File: src/rtl/regfile_wb_scheduler.sv
// Register-file write-port arbiter and in-flight destination scoreboard.
// Round-robin grants one writeback per cycle and stalls decode on RAW/WAW hazards.
module regfile_wb_scheduler #(
  parameter int NUM_REQ = 3,
  parameter int XLEN    = 32
) (
  input  logic                    clk,
  input  logic                    rst,
  input  logic                    issue_valid,
  input  logic [4:0]              issue_rd,
  input  logic [4:0]              issue_rs1,
  input  logic [4:0]              issue_rs2,
  output logic                    issue_stall,
  input  logic [NUM_REQ-1:0]      wb_valid,
  input  logic [NUM_REQ*5-1:0]    wb_rd,
  input  logic [NUM_REQ*XLEN-1:0] wb_data,
  output logic [NUM_REQ-1:0]      wb_ready,
  output logic                    reg_write,
  output logic [4:0]              rd_addr,
  output logic [XLEN-1:0]         regf_write_data,
  output logic [31:0]             busy_mask,
  output logic                    wb_orphan
);

  localparam int PW = (NUM_REQ > 1) ? $clog2(NUM_REQ) : 1;

  logic [PW-1:0]      rr_ptr_q, rr_ptr_d;
  logic [31:0]        busy_q, busy_d;
  logic               reg_write_q, reg_write_d;
  logic [4:0]         rd_addr_q, rd_addr_d;
  logic [XLEN-1:0]    wdata_q, wdata_d;
  logic               orphan_q, orphan_d;

  logic [NUM_REQ-1:0] hi_mask;
  logic [NUM_REQ-1:0] hi_req;
  logic [NUM_REQ-1:0] pick_req;
  logic [NUM_REQ-1:0] grant;
  logic [PW-1:0]      gnt_idx;
  logic               found;
  logic               transfer;
  logic [4:0]         sel_rd;
  logic [XLEN-1:0]    sel_data;
  logic               issue_fire;

  // Requests at or above the pointer win first; otherwise wrap to the low end.
  always_comb begin
    hi_mask = '0;
    for (int i = 0; i < NUM_REQ; i++) begin
      hi_mask[i] = (PW'(i) >= rr_ptr_q);
    end
    hi_req   = wb_valid & hi_mask;
    pick_req = (|hi_req) ? hi_req : wb_valid;
    gnt_idx  = '0;
    found    = 1'b0;
    for (int i = 0; i < NUM_REQ; i++) begin
      if (!found && pick_req[i]) begin
        gnt_idx = PW'(i);
        found   = 1'b1;
      end
    end
  end

  always_comb begin
    grant    = '0;
    sel_rd   = '0;
    sel_data = '0;
    for (int i = 0; i < NUM_REQ; i++) begin
      if (found && (gnt_idx == PW'(i))) begin
        grant[i] = 1'b1;
        sel_rd   = wb_rd[i*5 +: 5];
        sel_data = wb_data[i*XLEN +: XLEN];
      end
    end
  end

  assign wb_ready = rst ? '0 : grant;
  assign transfer = found & ~rst;

  assign issue_stall = issue_valid &
                       (busy_q[issue_rs1] |
                        busy_q[issue_rs2] |
                        busy_q[issue_rd]);

  assign issue_fire = issue_valid & ~issue_stall &
                      (issue_rd != 5'd0);

  always_comb begin
    rr_ptr_d    = rr_ptr_q;
    reg_write_d = 1'b0;
    rd_addr_d   = rd_addr_q;
    wdata_d     = wdata_q;
    orphan_d    = 1'b0;
    busy_d      = busy_q;
    if (transfer) begin
      if (gnt_idx == PW'(NUM_REQ - 1)) begin
        rr_ptr_d = '0;
      end else begin
        rr_ptr_d = gnt_idx + PW'(1);
      end
      reg_write_d     = (sel_rd != 5'd0);
      rd_addr_d       = sel_rd;
      wdata_d         = sel_data;
      orphan_d        = (sel_rd != 5'd0) & ~busy_q[sel_rd];
      busy_d[sel_rd]  = 1'b0;
    end
    // Issue to the register being retired this edge cannot happen: it stalls.
    if (issue_fire) begin
      busy_d[issue_rd] = 1'b1;
    end
    busy_d[0] = 1'b0;
  end

  always_ff @(posedge clk or posedge rst) begin
    if (rst) begin
      rr_ptr_q    <= '0;
      busy_q      <= '0;
      reg_write_q <= 1'b0;
      rd_addr_q   <= '0;
      wdata_q     <= '0;
      orphan_q    <= 1'b0;
    end else begin
      rr_ptr_q    <= rr_ptr_d;
      busy_q      <= busy_d;
      reg_write_q <= reg_write_d;
      rd_addr_q   <= rd_addr_d;
      wdata_q     <= wdata_d;
      orphan_q    <= orphan_d;
    end
  end

  assign reg_write       = reg_write_q;
  assign rd_addr         = rd_addr_q;
  assign regf_write_data = wdata_q;
  assign busy_mask       = busy_q;
  assign wb_orphan       = orphan_q;

endmodule
File: config.mk
export PLATFORM = sky130hd
export DESIGN_NAME = regfile_wb_scheduler
export DESIGN_NICKNAME = d
export VERILOG_FILES = /design/src/rtl/regfile_wb_scheduler.sv
export SDC_FILE = /design/constraint.sdc
export NUM_CORES = 1
export LEC_CHECK = 0
export ABC_AREA = 1
export BUFFER_PORTS_ARGS = -buffer_cell sky130_fd_sc_hd__buf_4
export CAP_MARGIN = 20
export CORE_AREA = 2 2 108 110
export CTS_CLUSTER_SIZE = 40
export DETAILED_ROUTE_END_ITERATION = 8
export DIE_AREA = 0 0 110 112
export PLACE_DENSITY = 0.86
export RECOVER_POWER = 50
export SYNTH_ARGS = -nofsm -noshare
export SYNTH_HDL_FRONTEND = slang
export SYNTH_SLANG_ARGS = --single-unit
File: constraint.sdc
create_clock -name clk -period 2.59 [get_ports clk]
set_clock_uncertainty 0.05 [all_clocks]
set_input_delay 0.6475 -clock clk [delete_from_list [all_inputs] [get_ports clk]]
set_output_delay 0.6475 -clock clk [all_outputs]
set_load 0.01 [all_outputs]
==> impl_metrics.json <==
{
  "outcome": "finished with violations",
  "violations": "capacitance limit, slew limit, setup timing",
  "seq_area_frac_synth_pct": 37.5,
  "synthXorXnorAreaFrac_pct": 0,
  "grt_util_all_layers_pct": 30.2,
  "layout_setup_ws_ns": -0.0116,
  "drc": 0,
  "crit_type": "in -> out",
  "cp-start-kind": "primary input",
  "dp_cells": 1079,
  "grt_pass1_wl_um": 29000,
  "start_util_pct": 43.1,
  "viasPerCell": 5.60,
  "synth-seq-cells": 72,
  "finalSetupTns_ns": -0.0116,
  "clkTransAtPathRegs_ns": 0.05,
  "dp_hpwl_um": 13800,
  "synth-adder-area-share_pct": 0,
  "yosys.area.top_type": "dfrtp_1",
  "final-seq-area_sq_um": 1800,
  "peakVddDrop_mv": 0.357,
  "cp.arrival_ns": 1.90,
  "row_count": 39,
  "whs_ns": 0.443,
  "ant_nets": 0,
  "synth_top_family_by_area": "simple AND/OR/NAND/NOR gates",
  "synth.area.top_cells": "dfrtp_1 (37%), nand2_1 (16%), o21ai_0 (7.7%), a21oi_1 (6.1%), nor2_1 (5.2%)",
  "syn_inst": 729,
  "ios": 207,
  "async_flop_share_pct": 100,
  "synthMuxAreaShare_pct": 0,
  "core_sq_um": 11200,
  "slew_headroom_pct": -22.4,
  "drive_gt1_share_pct": 28.1,
  "final_cells": 1099,
  "root_buffer": "clkbuf_16",
  "maxCapViolCount": 1,
  "routedWlPerCell_um": 16.6,
  "yosysMostFrequentCell": "nand2_1",
  "overflow": 0,
  "clock_path_buffers": 2,
  "crit_required_ns": 1.89,
  "dieArea_sq_um": 12300,
  "powerDensity_nw_per_um2": 674,
  "synthTopCellsByCount": "nand2_1 (199), o21ai_0 (74), dfrtp_1 (72), nor2_1 (67), inv_1 (60)",
  "p_leak_nw": 3.42,
  "finalSetupViolations": 1,
  "multi_input_area_sq_um": 2650,
  "synth_fp_nets": 861,
  "yosysUniqueCellTypes": 28,
  "numClockSinks": 72,
  "dr_total_vias": 6159,
  "hold_class": "reg -> reg",
  "drt_first_pass_iters": 6,
  "tritoncts": "yes",
  "fmax_mhz": 384,
  "synth-simple-area-share_pct": 31.5,
  "antenna_found_initial": 1,
  "pre_cts_slack_ns": -0.174,
  "netlist_area_sq_um": 4810,
  "drt_wl_total_um": 18200,
  "synth.avg_cell_area_sq_um": 6.60,
  "htree_levels": 3,
  "place.gp.congestion": 0.976,
  "dieHeight_um": 112,
  "drtIter0Drc": 538,
  "slew_viol_final": 73,
  "insertion_delay_ns": 0.34,
  "synth_top_area_share_pct": 37.5,
  "fill_cells": 1013,
  "synth_compound_area_share_pct": 22.1,
  "rsz0062_at_grt": "true",
  "final_nets": 1082,
  "finalCriticalPeriod_ns": 2.60,
  "io_buffers": 205,
  "numCtsBuffers": 9,
  "yosys_warnings": 0,
  "cts.hold.buffers_added": 0,
  "synth_flop_cell": "dfrtp_1",
  "die_w_um": 110,
  "endpoint_kind": "output pin",
  "path_max_fanout": 7,
  "first_global_vias": 5843,
  "hold_viol": 0,
  "tightest_slew_ns": 1.84,
  "synth_edf_count": 0,
  "syn2layout_area_growth_pct": 45.5,
  "grt_max_degree": 73,
  "period_share_pct": 100
}
## area by class of cell
cell class	instances	share of cell area, %
multi-input combinational	552	37.8
sequential	72	25.7
timing repair buffer	246	25.2
inverter	67	3.84
clock buffer	10	3.41
tap	143	2.56
clock inverter	6	1.18
timing repair inverter	2	0.214
antenna	1	0.0357
## worst max-delay path: stages
cell	delay, ns
buf_4	0.14
nand2_2	0.07
buf_4	0.15
o22ai_1	0.09
o21ai_1	0.15
nand4_1	0.11
nor2_1	0.15
nand2_1	0.09
o21ai_2	0.11
inv_1	0.05
buf_4	0.13
## registers in the layout (all words and copies together) (netlist names)
name,flops
busy_mask,31
wb_orphan,1
rr_ptr_q,2
rd_addr,5
reg_write,1
regf_write_data,32
## power by group
group	internal, W	switching [W]	leakage [nW]
logic	0.000717	0.000976	2.38
clock network	0.000865	0.000495	0.158
registers	0.00137	0.000297	0.887
total	0.00295	0.00177	3.42
## final timing paths
check                       startpoint             endpoint  slack, ns  cells past startpoint
max                        issue_rd[0]          issue_stall      -0.01                     11
min                         rd_addr[3]           rd_addr[3]       0.44                      2
max reg2reg                rr_ptr_q[0]        busy_mask[30]       0.30                     10
min reg2reg                 rd_addr[3]           rd_addr[3]       0.44                      2
max in group asynchronous          rst  regf_write_data[17]       0.32                      3
min in group asynchronous          rst          rr_ptr_q[1]       1.05                      3
## per-stage QoR
stage	util (%)	cell area [sq um]	total power, W
after floorplan	-	4850	0.00248
after global placement	60.0	6710	0.00338
after detailed placement	60.0	6710	0.00340
after CTS	63.1	7060	0.00478
after global routing	62.7	7000	0.00501
final	62.7	7000	0.00472
## routing by layer
metal  track usage [%]  up-vias  part of all wire (%)
met1              36.7     2756                    36
met4              15.1        0                   4.7
li1                  -     2915                     -
met2              48.8      413                    49
met5                 0        -                     0
met3              8.08       75                    11
## what timing repair did
action	4_1_cts	5_1_grt
gates cloned	1	1
endpoints found under the setup margin	1	9
gates resized for setup	17	37
pin swaps	5	14
setup buffers	1	1
## cells by family (layout without fill, tap and decap cells)
family / after synthesis / after routing
AOI/OAI and AO/OA: 196 / 196
other: 1 / 2
DFF: 72 / 72
and+or+nand+nor: 355 / 355
buffers and inverters: 105 / 331
## cell usage in the layout, fill, tap and decap left out, drive strengths merged
cell type	Yosys	routed
a21o	1	1
a21oi	59	59
a31oi	32	32
buf	19	208
bufinv	0	2
clkbuf	19	48
clkinv	1	3
clkinvlp	0	7
conb	1	1
dfrtp	72	72
diode	0	1
inv	66	63
nand2	201	201
nand3	33	33
nand3b	1	1
nand4	39	39
nor2	73	73
nor3	8	8
o211ai	7	7
o21ai	87	87
o21bai	1	1
o22ai	9	9
Note: power is estimated with default switching activity, not from simulation.
